## config.mk

```make
export PLATFORM = sky130hd
export DESIGN_NAME = id_ex_pipe_flat
export DESIGN_NICKNAME = d
export VERILOG_FILES = /design/src/rtl/id_ex_pipe_if.sv /design/src/rtl/id_ex_pipe.sv /design/src/flat_wrapper.sv
export SDC_FILE = /design/constraint.sdc
export NUM_CORES = 1
export LEC_CHECK = 0
export CELL_PAD_IN_SITES_DETAIL_PLACEMENT = 0
export CELL_PAD_IN_SITES_GLOBAL_PLACEMENT = 1
export CORE_UTILIZATION = 28
export DETAILED_ROUTE_END_ITERATION = 12
export HOLD_SLACK_MARGIN = 0.06
export PLACE_DENSITY_LB_ADDON = 0.15
export SLEW_MARGIN = 20
export SYNTH_ARGS = -nofsm -noshare
export SYNTH_HDL_FRONTEND = slang
export SYNTH_SLANG_ARGS = --single-unit
```

## constraint.sdc

```tcl
create_clock -name clk -period 3.2 [get_ports clk]
set_clock_uncertainty 0.2 [all_clocks]
set_input_delay 0.64 -clock clk [delete_from_list [all_inputs] [get_ports clk]]
set_output_delay 0.64 -clock clk [all_outputs]
set_load 0.01 [all_outputs]
```

## src/rtl/id_ex_pipe_if.sv

```systemverilog
// rtl/id_ex_pipe_if.sv - ID-to-EX bundle: decoder/operand inputs, EX-side copies, hazard outputs
interface id_ex_pipe_if #(
    parameter int W  = 32,
    parameter int CW = 16
);
    logic          id_regdst, id_alusrc, id_branch, id_memread;
    logic          id_memwrite, id_regwrite, id_memtoreg;
    logic [1:0]    id_aluop;
    logic [W-1:0]  id_pc4, id_rd1, id_rd2, id_imm;
    logic [4:0]    id_rs, id_rt, id_rd;
    logic [5:0]    id_funct;
    logic          id_valid;
    logic          flush;

    logic          ex_regdst, ex_alusrc, ex_branch, ex_memread;
    logic          ex_memwrite, ex_regwrite, ex_memtoreg;
    logic [1:0]    ex_aluop;
    logic [W-1:0]  ex_pc4, ex_rd1, ex_rd2, ex_imm;
    logic [4:0]    ex_rs, ex_rt, ex_rd;
    logic [5:0]    ex_funct;
    logic          ex_valid;
    logic          stall, pc_write, ifid_write;
    logic [CW-1:0] bubble_cnt;

    modport master (
        output id_regdst, id_alusrc, id_branch, id_memread, id_memwrite, id_regwrite, id_memtoreg,
               id_aluop, id_pc4, id_rd1, id_rd2, id_imm, id_rs, id_rt, id_rd, id_funct,
               id_valid, flush,
        input  ex_regdst, ex_alusrc, ex_branch, ex_memread, ex_memwrite, ex_regwrite, ex_memtoreg,
               ex_aluop, ex_pc4, ex_rd1, ex_rd2, ex_imm, ex_rs, ex_rt, ex_rd, ex_funct,
               ex_valid, stall, pc_write, ifid_write, bubble_cnt
    );

    modport slave (
        input  id_regdst, id_alusrc, id_branch, id_memread, id_memwrite, id_regwrite, id_memtoreg,
               id_aluop, id_pc4, id_rd1, id_rd2, id_imm, id_rs, id_rt, id_rd, id_funct,
               id_valid, flush,
        output ex_regdst, ex_alusrc, ex_branch, ex_memread, ex_memwrite, ex_regwrite, ex_memtoreg,
               ex_aluop, ex_pc4, ex_rd1, ex_rd2, ex_imm, ex_rs, ex_rt, ex_rd, ex_funct,
               ex_valid, stall, pc_write, ifid_write, bubble_cnt
    );
endinterface

```

## src/rtl/id_ex_pipe.sv

```systemverilog
// rtl/id_ex_pipe.sv - ID/EX pipeline register with load-use hazard detection and bubble insertion
module id_ex_pipe #(
    parameter int W  = 32,
    parameter int CW = 16
) (
    input  logic         clk,
    input  logic         rst,
    id_ex_pipe_if.slave  bus
);
    localparam logic [CW-1:0] CNT_MAX = '1;

    // control vector order: {regdst, alusrc, branch, memread, memwrite, regwrite, memtoreg}
    logic [6:0]    ctrl_q;
    logic [1:0]    aluop_q;
    logic [W-1:0]  pc4_q, rd1_q, rd2_q, imm_q;
    logic [4:0]    rs_q, rt_q, rd_q;
    logic [5:0]    funct_q;
    logic          valid_q;
    logic [CW-1:0] cnt_q;

    logic [6:0]    id_ctrl;
    logic          uses_rt;
    logic          hazard;
    logic          stall;
    logic          bubble;

    assign id_ctrl = {bus.id_regdst, bus.id_alusrc, bus.id_branch, bus.id_memread,
                      bus.id_memwrite, bus.id_regwrite, bus.id_memtoreg};

    // rt is a source only for R-type, stores and branches
    assign uses_rt = bus.id_regdst | bus.id_memwrite | bus.id_branch;
    assign hazard  = valid_q & ctrl_q[3] & bus.id_valid & (rt_q != 5'd0) &
                     ((rt_q == bus.id_rs) | (uses_rt & (rt_q == bus.id_rt)));
    // a flushed consumer is dead, so it never needs to wait for the load
    assign stall   = hazard & ~bus.flush;
    assign bubble  = bus.flush | stall | ~bus.id_valid;

    always_ff @(posedge clk) begin
        if (rst) begin
            ctrl_q  <= '0;
            aluop_q <= '0;
            pc4_q   <= '0;
            rd1_q   <= '0;
            rd2_q   <= '0;
            imm_q   <= '0;
            rs_q    <= '0;
            rt_q    <= '0;
            rd_q    <= '0;
            funct_q <= '0;
            valid_q <= 1'b0;
            cnt_q   <= '0;
        end else begin
            // data fields load unconditionally; a bubble only kills control and validity
            pc4_q   <= bus.id_pc4;
            rd1_q   <= bus.id_rd1;
            rd2_q   <= bus.id_rd2;
            imm_q   <= bus.id_imm;
            rs_q    <= bus.id_rs;
            rt_q    <= bus.id_rt;
            rd_q    <= bus.id_rd;
            funct_q <= bus.id_funct;
            ctrl_q  <= bubble ? 7'd0 : id_ctrl;
            aluop_q <= bubble ? 2'd0 : bus.id_aluop;
            valid_q <= ~bubble;
            if ((stall | bus.flush) && (cnt_q != CNT_MAX)) begin
                cnt_q <= cnt_q + CW'(1);
            end
        end
    end

    assign bus.ex_regdst   = ctrl_q[6];
    assign bus.ex_alusrc   = ctrl_q[5];
    assign bus.ex_branch   = ctrl_q[4];
    assign bus.ex_memread  = ctrl_q[3];
    assign bus.ex_memwrite = ctrl_q[2];
    assign bus.ex_regwrite = ctrl_q[1];
    assign bus.ex_memtoreg = ctrl_q[0];
    assign bus.ex_aluop    = aluop_q;
    assign bus.ex_pc4      = pc4_q;
    assign bus.ex_rd1      = rd1_q;
    assign bus.ex_rd2      = rd2_q;
    assign bus.ex_imm      = imm_q;
    assign bus.ex_rs       = rs_q;
    assign bus.ex_rt       = rt_q;
    assign bus.ex_rd       = rd_q;
    assign bus.ex_funct    = funct_q;
    assign bus.ex_valid    = valid_q;
    assign bus.stall       = stall;
    assign bus.pc_write    = ~stall;
    assign bus.ifid_write  = ~stall;
    assign bus.bubble_cnt  = cnt_q;
endmodule

```

## src/flat_wrapper.sv

```systemverilog
// flat-port wrapper written by rule: the top's interface ports become plain ports
module id_ex_pipe_flat 
#(
    parameter int W  = 32,
    parameter int CW = 16
)
  (clk, rst, bus_id_regdst, bus_id_alusrc, bus_id_branch, bus_id_memread, bus_id_memwrite, bus_id_regwrite, bus_id_memtoreg, bus_id_aluop, bus_id_pc4, bus_id_rd1, bus_id_rd2, bus_id_imm, bus_id_rs, bus_id_rt, bus_id_rd, bus_id_funct, bus_id_valid, bus_flush, bus_ex_regdst, bus_ex_alusrc, bus_ex_branch, bus_ex_memread, bus_ex_memwrite, bus_ex_regwrite, bus_ex_memtoreg, bus_ex_aluop, bus_ex_pc4, bus_ex_rd1, bus_ex_rd2, bus_ex_imm, bus_ex_rs, bus_ex_rt, bus_ex_rd, bus_ex_funct, bus_ex_valid, bus_stall, bus_pc_write, bus_ifid_write, bus_bubble_cnt);
  id_ex_pipe_if #(.W(W), .CW(CW)) bus_i ();
  input  logic clk;
  input  logic rst;
  input wire logic [$bits(bus_i.id_regdst)-1:0] bus_id_regdst;
  input wire logic [$bits(bus_i.id_alusrc)-1:0] bus_id_alusrc;
  input wire logic [$bits(bus_i.id_branch)-1:0] bus_id_branch;
  input wire logic [$bits(bus_i.id_memread)-1:0] bus_id_memread;
  input wire logic [$bits(bus_i.id_memwrite)-1:0] bus_id_memwrite;
  input wire logic [$bits(bus_i.id_regwrite)-1:0] bus_id_regwrite;
  input wire logic [$bits(bus_i.id_memtoreg)-1:0] bus_id_memtoreg;
  input wire logic [$bits(bus_i.id_aluop)-1:0] bus_id_aluop;
  input wire logic [$bits(bus_i.id_pc4)-1:0] bus_id_pc4;
  input wire logic [$bits(bus_i.id_rd1)-1:0] bus_id_rd1;
  input wire logic [$bits(bus_i.id_rd2)-1:0] bus_id_rd2;
  input wire logic [$bits(bus_i.id_imm)-1:0] bus_id_imm;
  input wire logic [$bits(bus_i.id_rs)-1:0] bus_id_rs;
  input wire logic [$bits(bus_i.id_rt)-1:0] bus_id_rt;
  input wire logic [$bits(bus_i.id_rd)-1:0] bus_id_rd;
  input wire logic [$bits(bus_i.id_funct)-1:0] bus_id_funct;
  input wire logic [$bits(bus_i.id_valid)-1:0] bus_id_valid;
  input wire logic [$bits(bus_i.flush)-1:0] bus_flush;
  output wire logic [$bits(bus_i.ex_regdst)-1:0] bus_ex_regdst;
  output wire logic [$bits(bus_i.ex_alusrc)-1:0] bus_ex_alusrc;
  output wire logic [$bits(bus_i.ex_branch)-1:0] bus_ex_branch;
  output wire logic [$bits(bus_i.ex_memread)-1:0] bus_ex_memread;
  output wire logic [$bits(bus_i.ex_memwrite)-1:0] bus_ex_memwrite;
  output wire logic [$bits(bus_i.ex_regwrite)-1:0] bus_ex_regwrite;
  output wire logic [$bits(bus_i.ex_memtoreg)-1:0] bus_ex_memtoreg;
  output wire logic [$bits(bus_i.ex_aluop)-1:0] bus_ex_aluop;
  output wire logic [$bits(bus_i.ex_pc4)-1:0] bus_ex_pc4;
  output wire logic [$bits(bus_i.ex_rd1)-1:0] bus_ex_rd1;
  output wire logic [$bits(bus_i.ex_rd2)-1:0] bus_ex_rd2;
  output wire logic [$bits(bus_i.ex_imm)-1:0] bus_ex_imm;
  output wire logic [$bits(bus_i.ex_rs)-1:0] bus_ex_rs;
  output wire logic [$bits(bus_i.ex_rt)-1:0] bus_ex_rt;
  output wire logic [$bits(bus_i.ex_rd)-1:0] bus_ex_rd;
  output wire logic [$bits(bus_i.ex_funct)-1:0] bus_ex_funct;
  output wire logic [$bits(bus_i.ex_valid)-1:0] bus_ex_valid;
  output wire logic [$bits(bus_i.stall)-1:0] bus_stall;
  output wire logic [$bits(bus_i.pc_write)-1:0] bus_pc_write;
  output wire logic [$bits(bus_i.ifid_write)-1:0] bus_ifid_write;
  output wire logic [$bits(bus_i.bubble_cnt)-1:0] bus_bubble_cnt;
  assign bus_i.id_regdst = bus_id_regdst;
  assign bus_i.id_alusrc = bus_id_alusrc;
  assign bus_i.id_branch = bus_id_branch;
  assign bus_i.id_memread = bus_id_memread;
  assign bus_i.id_memwrite = bus_id_memwrite;
  assign bus_i.id_regwrite = bus_id_regwrite;
  assign bus_i.id_memtoreg = bus_id_memtoreg;
  assign bus_i.id_aluop = bus_id_aluop;
  assign bus_i.id_pc4 = bus_id_pc4;
  assign bus_i.id_rd1 = bus_id_rd1;
  assign bus_i.id_rd2 = bus_id_rd2;
  assign bus_i.id_imm = bus_id_imm;
  assign bus_i.id_rs = bus_id_rs;
  assign bus_i.id_rt = bus_id_rt;
  assign bus_i.id_rd = bus_id_rd;
  assign bus_i.id_funct = bus_id_funct;
  assign bus_i.id_valid = bus_id_valid;
  assign bus_i.flush = bus_flush;
  assign bus_ex_regdst = bus_i.ex_regdst;
  assign bus_ex_alusrc = bus_i.ex_alusrc;
  assign bus_ex_branch = bus_i.ex_branch;
  assign bus_ex_memread = bus_i.ex_memread;
  assign bus_ex_memwrite = bus_i.ex_memwrite;
  assign bus_ex_regwrite = bus_i.ex_regwrite;
  assign bus_ex_memtoreg = bus_i.ex_memtoreg;
  assign bus_ex_aluop = bus_i.ex_aluop;
  assign bus_ex_pc4 = bus_i.ex_pc4;
  assign bus_ex_rd1 = bus_i.ex_rd1;
  assign bus_ex_rd2 = bus_i.ex_rd2;
  assign bus_ex_imm = bus_i.ex_imm;
  assign bus_ex_rs = bus_i.ex_rs;
  assign bus_ex_rt = bus_i.ex_rt;
  assign bus_ex_rd = bus_i.ex_rd;
  assign bus_ex_funct = bus_i.ex_funct;
  assign bus_ex_valid = bus_i.ex_valid;
  assign bus_stall = bus_i.stall;
  assign bus_pc_write = bus_i.pc_write;
  assign bus_ifid_write = bus_i.ifid_write;
  assign bus_bubble_cnt = bus_i.bubble_cnt;
  id_ex_pipe #(.W(W), .CW(CW)) u_core (.clk(clk), .rst(rst), .bus(bus_i));
endmodule
```

==> impl_results.md, run 1 <==
- Status: finished clean
- CTS Buf Count: 17
- Clock slew at reported path FFs: 0.06 ns
- Mapped Nets: 627
- RSZ-0062 raised after global routing: no
- First-pass GRT wire length: roughly 23000 µm
- Core area: 18600 µm²
- Grt ovf: 0
- Clock buffer depth: 2
- Syn_area_per_cell: 11.5 µm²
- Synth Area in Compound Gates: 3.36%
- Minimum clock period: approximately 3.1 ns
- Reg area: 3500 µm²
- Setup Viol. Count Final: 0
- Seq/Total Area, Yosys: around 66%
- Initial antenna violation count: 0
- GR Util All Layers: between 10% and 20%
- Worst Max-Slew Pin Slew: 0.527 ns
- Post-synthesis cell count: 464
- Crit path max fanout: 3
- Worst IR Drop VDD: between 0.0003 and 0.0004 V
- F_max: 0.323 GHz
- Largest family of logic cells by synthesized area: simple AND/OR/NAND/NOR gates
- DR pass1 iterations: 5
- Post-Syn Area: approximately 5300 µm²
- Diodes inserted: 0
- Layout Cells excl Fill: approximately 1100
- Top cells by area, synth: dfxtp_1 66%, nor2b_1 18%, xor2_1 1.8%, clkbuf_1 1.3%, and2_1 1.2%
- Crit Path Category: in -> out
- Die height: ~140 µm
- PortBufs: 339
- # rows: 50
- Distinct cells, synth: 47
- Antenna Nets Post-Route: 0
- Die X: roughly 140 µm
- Largest net degree at the start of global routing: 107
- DP Cell Count: 1022
- Worst Setup Start Kind: primary input
- Total number of vias: between 4000 and 5000
- WL final: 15400 µm
- Synth Warn #: 0
- Total of max-cap violations: 0
- Reg2reg setup slack: 0.78 ns
- Max H-tree Level: 4
- Ports: 340
- Post-Synth Simple-Gate Area: 25.7%
- Most frequent cells in the layout: 335 x clkdlybuf4s50_1, 175 x dfxtp_1, 152 x nor2b_1
- Die area: 19500 µm²
- CP Cell Sequence: clkdlybuf4s50_1 > xor2_1 > nor4_4 > a22oi_2 > or3_4 > clkdlybuf4s15_1
- Fin. Hold Viols: 0
- Pins Over Slew Limit: 0
- Post-Synth XOR/XNOR Area: just under 2%
- Clk root buf: clkbuf_16
- Post-CTS setup buffers: 0
- DR WL/cell: 14.7 µm
- Worst-Skew Late Latency: 0.42 ns
- Dominant synthesized flop cell: dfxtp_1
- Multiplexer area fraction after synthesis: 0.918%
- Fillers: about 1700
- Area grow syn2layout: 79.1%
- Crit path required time: 2.36 ns
- Hold Buf Count CTS: 0
- P_leak: 3.65 nW
- Initial Util: 28.5%
- Critical Path Sink Type: primary output
- WP data arrival: approximately 2.3 ns
- Multi-input logic area: approximately 1700 µm²
- Synthesized flop and latch total: 175
- Period Utilization, post-route: just under 100%
- Share of layout cells above drive strength 1: 6.36%
- Largest stage delay on the critical path: 0.43 ns
- Post-synth EDFFs: 0
- Slew Limit Headroom: 64.6%
- Drt drc: 0
- Area share of the largest cell type after synthesis: between 60% and 70%
- FFs w/ async S/R, synth: 0%
- CTS tree: done
- Vias in the first global route: 4389
- Routability cong.: 0.756
- Clock sink count: 175
- Min-Delay Path Class: reg -> reg
- Initial DRC Count: 120
- Critical path's top delay family: buffers and inverters
- Hold WS: 0.304 ns
- Layout Nets: 970
- Synth Area in Adders: 0.235%
- Dpl hpwl: 11600 µm
- CP max-delay cell: clkdlybuf4s50_1
- PD cells: around 510 nW/µm²
- Buf/Inv on CP: 2
- Vias per inst: 4.14
- Most common cell after layout, fill and taps aside: clkdlybuf4s50_1
- Largest area contributor in the netlist: dfxtp_1
metal layers:
| layer | global-route usage, % | routed length (µm) | vias up |
|---|---|---|---|
| met4 | 8.27 | 374 | 0 |
| met5 | 0 | 0 | - |
| li1 | - | - | 2158 |
| met2 | 26.7 | 7430 | 226 |
| met3 | 7.64 | 1730 | 23 |
| met1 | 15.9 | 5880 | 1944 |
repair_timing:
action,4_1_cts,5_1_grt
gates resized for setup,7,1
pin swaps,0,1
endpoints found under the setup margin,3,1
metrics by stage:
| stage | power [mW] | util (%) | worst slack, ns | TNS (ns) | cell area [µm²] |
|---|---|---|---|---|---|
| 5_1_grt | 5.10 | 51.1 | 0.00858 | 0 | 9530 |
| 6_report | 4.88 | 51.1 | 0.103 | 0 | 9530 |
| 3_5_place_dp | 2.98 | 48.1 | -0.346 | -0.861 | 8970 |
| 4_1_cts | 4.96 | 51.1 | 0.0534 | 0 | 9530 |
| 2_1_floorplan | 2.54 | - | 0.463 | 0 | 5320 |
| 3_3_place_gp | 2.98 | 48.1 | -0.347 | -0.836 | 8970 |
final timing paths:
check,to,cells after the start,startpoint
setup reg to reg,u_core.bus.bubble_cnt[7]$_SDFFE_PP0P_,7,u_core.bus.bubble_cnt[0]$_SDFFE_PP0P_
hold reg to reg,u_core.bus.bubble_cnt[1]$_SDFFE_PP0P_,2,u_core.bus.bubble_cnt[1]$_SDFFE_PP0P_
hold / removal,u_core.bus.bubble_cnt[1]$_SDFFE_PP0P_,2,u_core.bus.bubble_cnt[1]$_SDFFE_PP0P_
setup / recovery,bus_pc_write,6,bus_id_rt[1]
worst register-to-register path, delay by kind of cell, from the launching register on:
family | cells | cell delay [ns]
flops | 1 | 0.40
mux | 1 | 0.34
simple gates | 4 | 0.96
fa+ha+maj | 1 | 0.26
compound gates | 1 | 0.13
synthesized netlist by cell type (2+ instances only):
library cell and count:
dfxtp_1 175, nor2b_1 152, clkbuf_1 18, nor2_1 16
xor2_1 11, and2_1 10, nand2_1 10, a21oi_1 7
nand3_1 7, inv_1 5, nand4_1 5, nor3_1 3
o21ai_0 3, or3_1 3, or4_1 3, a41o_1 2
mux2_1 2, nand2_2 2, o211ai_1 2
layout make-up:
| cell class | count | share of cell area [%] |
|---|---|---|
| Sequential cell | 175 | 36.8 |
| Tap cell | 234 | 3.07 |
| Multi-Input combinational cell | 263 | 18.0 |
| Timing Repair Buffer | 345 | 36.1 |
| Clock inverter | 11 | 1.14 |
| Clock buffer | 19 | 4.65 |
| Inverter | 5 | 0.197 |
report_power, final:
part | leakage [nW] | internal [mW] | switching, mW | total, mW
combinational | 1.94 | 0.407 | 0.204 | 0.611
clock | 0.258 | 1.09 | 0.864 | 1.96
sequential | 1.45 | 2.28 | 0.0340 | 2.32
state kept, by name (all words and copies together) (netlist names):
signal and flops:
u_core.bus.ex_imm 32, u_core.bus.ex_pc4 32, u_core.bus.ex_rd1 32, u_core.bus.ex_rd2 32, u_core.bus.bubble_cnt 16, u_core.ctrl_q 7
u_core.bus.ex_funct 6, u_core.bus.ex_rd 5, u_core.bus.ex_rs 5, u_core.bus.ex_rt 5, u_core.bus.ex_aluop 2, u_core.bus.ex_valid 1
cells by family after synthesis:
group / after synthesis
buf+inv: 26
flops: 175
simple gates: 222
mux: 4
compound gates: 24
xor+xnor: 12
fa+ha+maj: 1
(Power assumes the default switching activity.)
==> run 2: changes to the inputs <==
--- a/config.mk
+++ b/config.mk
@@ -5,6 +5,7 @@
 export SDC_FILE = /design/constraint.sdc
 export NUM_CORES = 1
 export LEC_CHECK = 0
+export CAP_MARGIN = 20
 export CELL_PAD_IN_SITES_DETAIL_PLACEMENT = 0
 export CELL_PAD_IN_SITES_GLOBAL_PLACEMENT = 1
 export CORE_UTILIZATION = 28
==> results of run 2 <==
The final DEF is identical to that of run 1; final timing and power are the same.
==> run 3: changes to the inputs <==
--- a/config.mk
+++ b/config.mk
@@ -11,6 +11,7 @@
 export CORE_UTILIZATION = 28
 export DETAILED_ROUTE_END_ITERATION = 12
 export HOLD_SLACK_MARGIN = 0.06
+export MAX_ROUTING_LAYER = met4
 export PLACE_DENSITY_LB_ADDON = 0.15
 export SLEW_MARGIN = 20
 export SYNTH_ARGS = -nofsm -noshare
==> run 3 against run 2 <==
  * Die area did not move
  * Clock power hardly changed
  * Register-to-register slack about the same
  * Setup slack hardly changed
  * Sequential power barely moved
  * Hold slack lost 0.0038 ns
  * Cell count is the same
  * Critical path type unchanged
  * Critical endpoint unchanged
  * Highest routed layer unchanged
==> impl_results.md, run 3 (synthesis gave the netlist of run 1 again) <==
- Clock slew at reported path FFs: 0.06 ns
- CP Cell Sequence: clkdlybuf4s50_1 > xor2_1 > nor4_4 > a22oi_2 > or3_4 > clkdlybuf4s15_1
- Worst-Skew Late Latency: between 0.4 and 0.5 ns
- Largest net degree at the start of global routing: around 110
- Internal power: 3.78 mW
- Slew Limit Headroom: 65.8%
- Sequential Power Share: 47.5%
- Clock power frac: about 40%
- Min-Delay Path Class: reg -> reg
- Hold Buf Count CTS: 0
- Crit path max fanout: 3
- Crit Path Category: in -> out
- Worst Setup Start Kind: primary input
- Share of layout cells above drive strength 1: roughly 6.4%
- Critical Path Sink Type: primary output
- Worst Max-Slew Pin Slew: 0.509 ns
- Place WS: -0.346 ns
- Clock buffer depth: 2
- Vias in the first global route: 4425
- Total of max-cap violations: 0
- CP max-delay cell: clkdlybuf4s50_1
- Die height: 140 µm
- DR WL/cell: 14.6 µm
- Clk root buf: clkbuf_16
- Area grow syn2layout: 79.1%
- Setup Viol. Count Final: 0
- GR Util All Layers: between 15 and 20%
- Period Utilization, post-route: a little over nine tenths
- # rows: 50
- Routability cong.: approximately 0.77
- Core area: 18600 µm²
- Die area: approximately 20000 µm²
- Fillers: 1651
- Diodes inserted: 0
- CTS tree: done
- P_leak: approximately 3.6 nW
- Drt drc: 0
- Comb pwr share: 12.5%
- CTS Buf Count: 17
- Placement-stage cell area: 8970 µm²
- Critical path's top delay family: buffers and inverters
- Worst IR Drop VDD: roughly 0.00037 V
- Most frequent cells in the layout: 335 x clkdlybuf4s50_1, 175 x dfxtp_1, 152 x nor2b_1
- PD cells: 513 nW/µm²
- F_max: around 0.32 GHz
- Layout Nets: 970
- PortBufs: 339
- DR pass1 iterations: 5
- WP data arrival: 2.26 ns
- Design area: 9530 µm²
- Die X: roughly 140 µm
- Status: finished clean
- Crit path required time: 2.36 ns
- RSZ-0062 raised after global routing: no
- WL final: about 15000 µm
- Clock sink count: 175
- Most common cell after layout, fill and taps aside: clkdlybuf4s50_1
- Vias per inst: between 4 and 5
- Initial Util: 28.5%
- First-pass GRT wire length: approximately 23000 µm
- Max H-tree Level: 4
- Fin. Hold Viols: 0
- Pins Over Slew Limit: 0
- Dpl hpwl: 11600 µm
- Initial antenna violation count: 0
- Reg2reg setup slack: 0.79 ns
- Largest stage delay on the critical path: 0.43 ns
- Ports: 340
- Buf/Inv on CP: 2
- Minimum clock period: 3.10 ns
- Sw power: 1.10 mW
- Final WS setup: 0.103 ns
- Total number of vias: ~4300
- Grt ovf: 0
- Antenna Nets Post-Route: 0
- Initial DRC Count: 110
- Switching Fraction: a little under a quarter
-- run 3: power by group through the flow --
stage	combinational [mW]	clock (mW)	sequential, mW
3_3_place_gp	0.612	0	2.37
2_1_floorplan	0.123	0	2.42
3_5_place_dp	0.616	0	2.37
4_1_cts	0.620	2.02	2.32
5_1_grt	0.653	2.11	2.33
6_report	0.611	1.95	2.32
-- run 3: cell type report --
type                    count  area, µm²  share of cell area (%)
clock inverters            11        109                    1.14
well taps                 234        293                    3.07
clock buffers              19        443                    4.65
multi-input cells         263       1720                    18.0
inverters                   5       18.8                   0.197
repair buffers            345       3440                    36.1
flip-flops and latches    175       3500                    36.8
-- run 3: final timing paths --
kind	start	to	cells past startpoint
setup / recovery	bus_id_rt[1]	bus_pc_write	6
hold / removal	u_core.bus.bubble_cnt[1]$_SDFFE_PP0P_	u_core.bus.bubble_cnt[1]$_SDFFE_PP0P_	2
setup reg to reg	u_core.bus.bubble_cnt[0]$_SDFFE_PP0P_	u_core.bus.bubble_cnt[7]$_SDFFE_PP0P_	7
hold reg to reg	u_core.bus.bubble_cnt[1]$_SDFFE_PP0P_	u_core.bus.bubble_cnt[1]$_SDFFE_PP0P_	2
-- run 3: routing by layer --
metal | track usage, % | part of all wire, %
met3 | 6.85 | 10
met2 | 26.7 | 48
met4 | 7.40 | 2.1
met5 | - | 0
met1 | 16.6 | 39
-- run 3: stage by stage --
stage / power [mW] / TNS, ns / util [%] / std cells / hold WS, ns
floorplan: 2.54 / 0 / - / 464 / 0.310
global placement: 2.98 / -0.836 / 48.1 / 1022 / 0.290
detailed placement: 2.98 / -0.861 / 48.1 / 1022 / 0.298
CTS: 4.96 / 0 / 51.1 / 1052 / 0.305
global route: 5.09 / 0 / 51.1 / 1052 / 0.325
finish: 4.88 / 0 / 51.1 / 1052 / 0.301
-- run 3: worst register-to-register path, stage by stage (launching register included) --
cell     delay (ns)
dfxtp_1        0.40
ha_1           0.25
nand4_1        0.16
or4b_4         0.55
nand2_2        0.11
o21ai_2        0.13
nand4_1        0.14
mux2_1         0.34
-- run 3: timing repair --
action	CTS	global route
pin swaps	0	1
resized for setup	7	1
endpoints found under the setup margin	3	1
endpoints found under the hold margin	0	0
setup buffers	0	0
